`src/rtl/coffee_dispense_ctrl.sv`:
```
// coffee_dispense_ctrl: queues paid vends and runs each one through cup drop, heater wait, pour and done.
// Optional cup-sensor supervision (timeout into a sticky FAULT) is built when COFFEE_CUP_SENSOR_EN is defined.
module coffee_dispense_ctrl #(
  parameter int MAX_PENDING = 3,
  parameter int PEND_W      = 2,
  parameter int CUP_CYCLES  = 4,
  parameter int POUR_CYCLES = 8,
  parameter int CUP_TIMEOUT = 16
) (
  input  logic              clk,
  input  logic              reset,
  input  logic              vend_req,
  input  logic              heater_ready,
  input  logic              cup_present,
  output logic              cup_drop,
  output logic              pour_valve,
  output logic              busy,
  output logic              done,
  output logic              overflow,
  output logic [PEND_W-1:0] pending,
  output logic              fault
);

`ifdef COFFEE_CUP_SENSOR_EN
  localparam int CUP_SPAN = CUP_CYCLES + CUP_TIMEOUT;
`else
  localparam int CUP_SPAN = CUP_CYCLES;
`endif
  localparam int TMR_MAX = (CUP_SPAN > POUR_CYCLES) ? CUP_SPAN : POUR_CYCLES;
  localparam int TMR_W   = $clog2(TMR_MAX + 1);

  typedef enum logic [2:0] {
    S_IDLE,
    S_CUP,
    S_HEAT,
    S_POUR,
    S_DONE
`ifdef COFFEE_CUP_SENSOR_EN
    , S_FAULT
`endif
  } state_t;

  state_t            state_q, state_d;
  logic [TMR_W-1:0]  timer_q, timer_d;
  logic [PEND_W-1:0] pending_q, pending_d;
  logic              cup_drop_q, cup_drop_d;
  logic              pour_valve_q, pour_valve_d;
  logic              busy_q, busy_d;
  logic              done_q, done_d;
  logic              overflow_q, overflow_d;
  logic              vend_finish;
  logic              vend_accept;

  // A vend leaving DONE frees a slot in the same edge, so a coincident request is always taken.
  assign vend_finish = (state_q == S_DONE);
  assign vend_accept = vend_req && ((pending_q < PEND_W'(MAX_PENDING)) || vend_finish);

  always_comb begin
    state_d   = state_q;
    timer_d   = timer_q;
    pending_d = pending_q;

    if (vend_accept && !vend_finish) begin
      pending_d = pending_q + PEND_W'(1);
    end else if (!vend_accept && vend_finish) begin
      pending_d = pending_q - PEND_W'(1);
    end

    case (state_q)
      S_IDLE: begin
        timer_d = '0;
        if (pending_d != '0) begin
          state_d = S_CUP;
        end
      end
      S_CUP: begin
`ifdef COFFEE_CUP_SENSOR_EN
        if ((timer_q >= TMR_W'(CUP_CYCLES - 1)) && cup_present) begin
          state_d = S_HEAT;
          timer_d = '0;
        end else if (timer_q == TMR_W'(CUP_SPAN - 1)) begin
          state_d = S_FAULT;
          timer_d = '0;
        end else begin
          timer_d = timer_q + TMR_W'(1);
        end
`else
        if (timer_q == TMR_W'(CUP_CYCLES - 1)) begin
          state_d = S_HEAT;
          timer_d = '0;
        end else begin
          timer_d = timer_q + TMR_W'(1);
        end
`endif
      end
      S_HEAT: begin
        timer_d = '0;
        if (heater_ready) begin
          state_d = S_POUR;
        end
      end
      S_POUR: begin
        // The valve runs its full count even if the heater drops out mid-pour.
        if (timer_q == TMR_W'(POUR_CYCLES - 1)) begin
          state_d = S_DONE;
          timer_d = '0;
        end else begin
          timer_d = timer_q + TMR_W'(1);
        end
      end
      S_DONE: begin
        timer_d = '0;
        state_d = (pending_d != '0) ? S_CUP : S_IDLE;
      end
`ifdef COFFEE_CUP_SENSOR_EN
      S_FAULT: begin
        timer_d = '0;
      end
`endif
      default: begin
        state_d = S_IDLE;
        timer_d = '0;
      end
    endcase

    cup_drop_d   = (state_d == S_CUP) && (state_q != S_CUP);
    pour_valve_d = (state_d == S_POUR);
    busy_d       = (state_d != S_IDLE);
    done_d       = (state_d == S_DONE);
    overflow_d   = vend_req && !vend_accept;
  end

`ifdef COFFEE_CUP_SENSOR_EN
  logic fault_q, fault_d;

  assign fault_d = (state_d == S_FAULT);

  always_ff @(posedge clk) begin
    if (reset) begin
      fault_q <= 1'b0;
    end else begin
      fault_q <= fault_d;
    end
  end

  assign fault = fault_q;
`else
  logic cup_present_unused;

  assign cup_present_unused = cup_present;
  assign fault              = 1'b0;
`endif

  always_ff @(posedge clk) begin
    if (reset) begin
      state_q      <= S_IDLE;
      timer_q      <= '0;
      pending_q    <= '0;
      cup_drop_q   <= 1'b0;
      pour_valve_q <= 1'b0;
      busy_q       <= 1'b0;
      done_q       <= 1'b0;
      overflow_q   <= 1'b0;
    end else begin
      state_q      <= state_d;
      timer_q      <= timer_d;
      pending_q    <= pending_d;
      cup_drop_q   <= cup_drop_d;
      pour_valve_q <= pour_valve_d;
      busy_q       <= busy_d;
      done_q       <= done_d;
      overflow_q   <= overflow_d;
    end
  end

  assign cup_drop   = cup_drop_q;
  assign pour_valve = pour_valve_q;
  assign busy       = busy_q;
  assign done       = done_q;
  assign overflow   = overflow_q;
  assign pending    = pending_q;

endmodule

```
`config.mk`:
```
export PLATFORM = sky130hd
export DESIGN_NAME = coffee_dispense_ctrl
export DESIGN_NICKNAME = d
export VERILOG_FILES = /design/src/rtl/coffee_dispense_ctrl.sv
export SDC_FILE = /design/constraint.sdc
export NUM_CORES = 1
export LEC_CHECK = 0
export ABC_AREA = 1
export BUFFER_PORTS_ARGS = -buffer_cell sky130_fd_sc_hd__buf_4
export CAP_MARGIN = 25
export CORE_AREA = 2 2 39 41
export DETAILED_ROUTE_END_ITERATION = 8
export DIE_AREA = 0 0 41 43
export MAX_ROUTING_LAYER = met4
export PLACE_DENSITY = 0.71
export SLEW_MARGIN = 20
export SYNTH_ARGS = -nofsm -noshare
export SYNTH_HDL_FRONTEND = slang
export SYNTH_SLANG_ARGS = --single-unit
```
`constraint.sdc`:
```
create_clock -name clk -period 1.52 [get_ports clk]
set_input_delay 0.076 -clock clk [delete_from_list [all_inputs] [get_ports clk]]
set_output_delay 0.076 -clock clk [all_outputs]
set_load 0.005 [all_outputs]
```
==> summary.txt, run 1 <==
================================================================================
Post-synth top area cell                                            sky130_fd_sc_hd__dfxtp_1
Full die area                                                          1760 um^2
Endpoint class of the critical path                                     register
Cell types occupying the most area after synthesis                  sky130_fd_sc_hd__dfxtp_1 44%, sky130_fd_sc_hd__inv_1 7.0%, sky130_fd_sc_hd__nand2_1 6.5%, sky130_fd_sc_hd__nor2_1 6.5%, sky130_fd_sc_hd__nand3_1 4.7%
Number of routed nets with antenna violations                                  0
Power dissipated by switching net loads                                 0.182 mW
Number of nets in the synthesized netlist                                     88
Width of the chip                                                          41 um
Number of buffers inserted by hold repair at cts                               0
Startpoint-to-endpoint class of the critical path                     reg -> reg
# H-tree levels                                                                1
Compound-cell area share of the yosys netlist                              0.106
Post-DP HPWL                                                              783 um
Insertion delay of the later-clocked pin in the worst-skew pair          0.28 ns
Layout cells sized above 1                                                 0.269
TritonCTS Sinks                                                               14
Antenna cells                                                                  0
Placed cell areas                                                       727 um^2
Crit Path Max Fanout                                                           3
Post-synthesis xor/xnor area fraction                                     0.0274
Final instance area                                                     758 um^2
Switching part of the total                                                0.255
TritonCTS clock tree                                                        done
Arrival time of the worst setup path                                     1.62 ns
Final hold viol count                                                          0
Wire length of the first global-routing pass                             1790 um
Hold Crit Class                                                        in -> reg
Distinct cells, synth                                                         20
Vias in the first global route                                               471
Simple-gate share of the synthesized area                                  0.290
Global placement routability congestion                                    0.840
Leakage component of the power                                          0.358 nW
Number of enable flip-flop cells after synthesis                               0
Pin count of the biggest net entering global routing                          10
TNS Setup                                                                   0 ns
Routed length per instance                                               9.70 um
Synth Warn #                                                                   0
I/O pin count                                                                 13
Total routing resource utilization after global routing                    0.160
Post-synthesis async set-or-reset flop share                                   0
Flip-flop and latch count after synthesis                                     14
Sequential group share of total power                                      0.557
Post CTS Setup Buffer Count                                                    0
Effective utilization at floorplan                                         0.462
Core Area                                                              1380 um^2
Cell chosen for the clock root                                      sky130_fd_sc_hd__clkbuf_4
Syn-to-layout area delta                                                   18.6%
Total number of nets in the final design                                     102
IO buf count                                                                  10
Final slew viol count                                                          0
Placement Rows                                                                14
Overall power consumption                                               0.714 mW
Total CTS buffers                                                              3
Mux share of post-synthesis cell area                                          0
Count of TritonRoute iterations in the first routing pass                      4
Critical Path Source Type                                               register
Setup violations, final                                                        0
Post-synthesis instance total                                                 81
Vias after detailed routing                                                  530
Max Clock Freq                                                           697 MHz
Avg Synthesized Cell Area                                              7.89 um^2
Status                                                                 completed
Seq/Total Area, Yosys                                                      0.438
Primary flip-flop cell chosen by synthesis mapping                  sky130_fd_sc_hd__dfxtp_1
Remaining global-route overflow                                                0
Via/cell ratio                                                              4.86
Share of total power in the clock network                                  0.281
Cell Area, Synth                                                        639 um^2
Number of DRC violations after detailed-routing iteration 0                    5
Period Utilization, post-route                                             0.943
Max-cap violations                                                             0
Dominant combinational cell family by area after synthesis          simple AND/OR/NAND/NOR gates
Die height                                                                 43 um
Detailed-route wire length                                               1060 um
Min cycle time layout                                                    1.43 ns
Critical path required time                                              1.70 ns
Combinational Power Share                                                  0.161
Initial antenna violation count                                                0
Clk slew on worst S/H paths                                              0.07 ns
Total power divided by cell area                                     942 nW/um^2
Synthesized-area fraction occupied by adder cells                         0.0391
IR drop worst, VDD                                                      0.470 mV
Most used standard cell by instance count after synthesis           sky130_fd_sc_hd__dfxtp_1
Maximum count of clock buffers along a single path                             2
Most frequent cells after synthesis                                 14 x sky130_fd_sc_hd__dfxtp_1, 12 x sky130_fd_sc_hd__inv_1, 11 x sky130_fd_sc_hd__nand2_1, 11 x sky130_fd_sc_hd__nor2_1, 6 x sky130_fd_sc_hd__nand3_1
Clock Skews                                                           0.00130 ns
Fraction of synthesized cell area taken by the top area cell type          0.438
Number of design rule violations left after detail routing                     0
Total internal power                                                    0.532 mW
================================================================================
-- final cells by class --
cell class	count	area (um^2)
fill	142	626
sequential	14	282
inverter	12	45.0
timing repair buffer	11	82.6
clock buffer	3	22.5
multi-input combinational	53	307
tap	16	20.0
-- layer usage --
layer  GRT usage  up-vias  wire length, um
li1            -      282                -
met1       0.179      227              447
met2       0.228       16              507
met3      0.0471        5               66
met4       0.120        0               36
met5           -        -                0
-- per-stage QoR --
step / setup slack (ns) / cells / hold slack [ns] / utilization
3_5_place_dp: 0.0109 / 106 / 0.326 / 0.525
6_report: 0.0860 / 109 / 0.0262 / 0.548
4_1_cts: 0.000848 / 109 / 0.0287 / 0.542
3_3_place_gp: 0.0478 / 106 / 0.321 / 0.525
5_1_grt: -0.000577 / 109 / 0.0297 / 0.548
2_1_floorplan: 0.184 / 81 / 0.215 / -
-- power groups by stage --
stage               sequential [mW]  combinational, mW  clock [mW]
finish                        0.398              0.115       0.201
global route                  0.400              0.130       0.226
CTS                           0.398              0.115       0.208
detailed placement            0.406              0.114           0
global placement              0.405              0.112           0
floorplan                     0.406             0.0816           0
-- what timing repair did --
| item | in CTS | in global routing |
|---|---|---|
| setup endpoints to repair | 0 | 3 |
| endpoints found under the hold margin | 0 | 0 |
| resized for setup | 0 | 3 |
-- sequential cells by signal (all words and copies together) (netlist names) --
register and count:
busy 1, state_q 3, done 1, cup_drop 1, overflow 1, pending 2
timer_q 4, pour_valve 1
-- placed cells by master (no fill, tap or decap) --
cell                       count
sky130_fd_sc_hd__dfxtp_1      13
sky130_fd_sc_hd__inv_1        12
sky130_fd_sc_hd__nand2_1      11
sky130_fd_sc_hd__nor2_1       11
sky130_fd_sc_hd__buf_4        11
sky130_fd_sc_hd__nand3_1       6
sky130_fd_sc_hd__a21oi_1       5
sky130_fd_sc_hd__nand2_2       4
sky130_fd_sc_hd__nor3_1        4
sky130_fd_sc_hd__clkbuf_4      3
sky130_fd_sc_hd__o31ai_2       1
sky130_fd_sc_hd__nor2_4        1
sky130_fd_sc_hd__nand4_1       1
sky130_fd_sc_hd__o21bai_4      1
sky130_fd_sc_hd__a21oi_2       1
sky130_fd_sc_hd__xnor2_1       1
sky130_fd_sc_hd__a211oi_1      1
sky130_fd_sc_hd__xor2_1        1
sky130_fd_sc_hd__nand3_2       1
sky130_fd_sc_hd__ha_1          1
sky130_fd_sc_hd__ha_2          1
sky130_fd_sc_hd__conb_1        1
sky130_fd_sc_hd__dfxtp_2       1
-- critical path, stage by stage (launching register included) --
cell and delay [ns]:
sky130_fd_sc_hd__dfxtp_2 0.34, sky130_fd_sc_hd__ha_2 0.19, sky130_fd_sc_hd__inv_1 0.07, sky130_fd_sc_hd__nor2_1 0.12
sky130_fd_sc_hd__nand2_1 0.09, sky130_fd_sc_hd__nand2_1 0.10, sky130_fd_sc_hd__nand2_1 0.08, sky130_fd_sc_hd__a21oi_2 0.18
sky130_fd_sc_hd__nand3_2 0.08, sky130_fd_sc_hd__nand2_1 0.06, sky130_fd_sc_hd__inv_1 0.03
-- logic make-up (layout without fill, tap and decap cells) --
kind of cell | count (synthesis) | after routing
buffers and inverters | 14 | 26
adder cells (fa/ha/maj) | 2 | 2
other | 1 | 1
flip-flops | 14 | 14
XOR/XNOR | 2 | 2
AO/OA/AOI/OAI | 9 | 9
AND/OR/NAND/NOR | 39 | 39
-- worst paths after layout --
| kind | startpoint | to | slack, ns | cells after the start |
|---|---|---|---|---|
| worst min-delay path | reset | pending[1] | 0.03 | 2 |
| worst min register to register | timer_q[0] | timer_q[0] | 0.42 | 1 |
| worst max register to register | timer_q[0] | busy | 0.09 | 10 |
| worst max-delay path | timer_q[0] | busy | 0.09 | 10 |
No activity file was read; power rests on OpenSTA's default activity.
==> run 2: changes to the inputs <==
- PLACE_DENSITY: 0.71 -> 0.78
- SLEW_MARGIN: 20 -> 40
- clock period: 1.52 -> 1.5 ns (I/O delays scaled with it)
==> run 2 against run 1 <==
First-iteration DRC count is 40% higher. Power is 3.6% higher. Clock skew hardly changed. Sequential power is 2% higher. Via count is 0.19% lower. Die area stayed put. Wire length is 12% higher. Setup slack worse by 0.027 ns. Flip-flop and latch count stayed put. Cell area is 4.1% higher. Combinational power is 7% higher. Largest power group unchanged.
==> summary.txt, run 2 (synthesis results as in run 1) <==
==============================================================================
Commonest cells after routing, fill and taps aside                11 x sky130_fd_sc_hd__inv_1, 11 x sky130_fd_sc_hd__dfxtp_1, 11 x sky130_fd_sc_hd__buf_4
Placement Rows                                                              14   unchanged
Most congested layer reported by global routing                           met2
TNS Setup                                                                 0 ns   unchanged
Total number of nets in the final design                                   102   unchanged
Critical path required time                                            1.69 ns   about the same
Sequential cell area in the final layout                              284 um^2   +0.89%
IO buf count                                                                10   unchanged
Overall power consumption                                             0.740 mW   +3.6%
Full die area                                                        1760 um^2   unchanged
Die height                                                               43 um   unchanged
Routed length per instance                                             10.9 um   +12%
Arrival time of the worst setup path                                   1.63 ns   about the same
Crit Path Max Fanout                                                         4   +1
Period Utilization, post-route                                           0.960   +0.0170
Total power divided by cell area                                   937 nW/um^2   -0.50%
Startpoint-to-endpoint class of the critical path                   reg -> reg
Met3 Usage GRT                                                          0.0471   unchanged
Total routing resource utilization after global routing                  0.154   -0.00591
Slowest library cell on the worst path                            sky130_fd_sc_hd__dfxtp_2
Detailed-route wire length                                             1190 um   +12%
Maximum count of clock buffers along a single path                           2   unchanged
Effective utilization at floorplan                                       0.462   unchanged
Max-cap violations                                                           0   unchanged
Finished Core Util                                                       0.571   +0.0226
Number of design rule violations left after detail routing                   0   unchanged
TritonCTS clock tree                                                      done
Final slew viol count                                                        0   unchanged
Vias after detailed routing                                                529   -0.19%
Cell chain of the critical path                                   ha_1 > nand4_1 > nand3_2 > nand2_1 > o21bai_4 > nand3_2 > nand2_1 > inv_1
Number of buffers inserted by hold repair at cts                             0   unchanged
Count of TritonRoute iterations in the first routing pass                    4   unchanged
Number of routed nets with antenna violations                                0   unchanged
Core Area                                                            1380 um^2   unchanged
Antenna cells                                                                0   unchanged
Worst Setup SP                                                      pending[0]
Setup violations, final                                                      0   unchanged
Initial antenna violation count                                              0   unchanged
Clk slew on worst S/H paths                                            0.08 ns   about the same
I/O pin count                                                               13   unchanged
Global placement routability congestion                                  0.775   -7.8%
Critical Path Max Stage Delay                                          0.34 ns   about the same
Cell chosen for the clock root                                    sky130_fd_sc_hd__clkbuf_4
Reg2Reg Launch Point                                                pending[0]
Vias in the first global route                                             460   -2.3%
Critical Path Source Type                                             register
Clock Skews                                                         0.00137 ns   +0.0000647 ns
Met2 global-route usage                                                  0.206   -0.0219
Endpoint class of the critical path                                   register
Width of the chip                                                        41 um   unchanged
Number of DRC violations after detailed-routing iteration 0                  7   +2
FILL cells                                                                 120   -15%
Post-DP HPWL                                                            828 um   +5.7%
Total CTS buffers                                                            3   unchanged
Bufs and invs on worst path                                                  1   -1
Final hold viol count                                                        0   unchanged
Worst path top cell family by delay                               simple AND/OR/NAND/NOR gates
Insertion delay of the later-clocked pin in the worst-skew pair        0.28 ns   about the same
Syn-to-layout area delta                                                 23.5%
Max Clock Freq                                                         694 MHz   -0.46%
Status                                                               completed
Hold Crit Class                                                      in -> reg
Met1 capacity usage during global routing                                0.203   +0.0245
Remaining global-route overflow                                              0   unchanged
Register bank with the most flops                                      timer_q
# H-tree levels                                                              1   unchanged
IR drop worst, VDD                                                    0.489 mV   +4.0%
Leakage component of the power                                        0.360 nW   +0.60%
TritonCTS Sinks                                                             14   unchanged
Multi-input gate area in the final layout                             335 um^2   +9.4%
Min cycle time layout                                                  1.44 ns   +0.00666 ns
Number of flip-flops under the largest register name                         4   unchanged
Layout cells sized above 1                                               0.333   +0.0645
Worst hold path startpoint                                               reset
Pin count of the biggest net entering global routing                        10   unchanged
Wire length of the first global-routing pass                           1770 um   -1.2%
Via/cell ratio                                                            4.85   -0.19%
Cts repair resizes                                                           0   unchanged
Post CTS Setup Buffer Count                                                  0   unchanged
==============================================================================
-- run 2: cell type report --
type / instances / area share
clock buffer: 3 / 0.0285
inverter: 12 / 0.0571
multi-input combinational: 53 / 0.425
sequential: 14 / 0.360
tap: 16 / 0.0254
timing repair buffer: 11 / 0.105
-- run 2: report_power, final --
group	switching, mW	internal [mW]	total [mW]
Clock	0.117	0.0933	0.211
Combinational	0.0648	0.0587	0.123
Sequential	0.0144	0.391	0.405
Total	0.197	0.543	0.740
-- run 2: through the flow --
stage / setup WS (ns) / area [um^2] / hold WS [ns] / instances
6_report: 0.0594 / 790 / 0.0185 / 109
5_1_grt: -0.0351 / 790 / 0.0203 / 109
4_1_cts: 0.0177 / 749 / 0.0170 / 109
3_5_place_dp: 0.0269 / 727 / 0.320 / 106
3_3_place_gp: 0.0426 / 727 / 0.319 / 106
2_1_floorplan: 0.164 / 639 / 0.214 / 81
-- run 2: per-layer routing --
layer,routed length [um],share of wire,up-vias
met5,0,0,-
met4,23,0.019,0
met3,49,0.041,3
met2,605,0.51,10
met1,509,0.43,235
li1,-,-,281
-- run 2: worst paths after layout --
| kind | endpoint | slack [ns] | cells past startpoint |
|---|---|---|---|
| worst max-delay path | busy | 0.06 | 8 |
| worst min-delay path | pending[0] | 0.02 | 2 |
| worst max register to register | busy | 0.06 | 8 |
| worst min register to register | timer_q[0] | 0.45 | 1 |
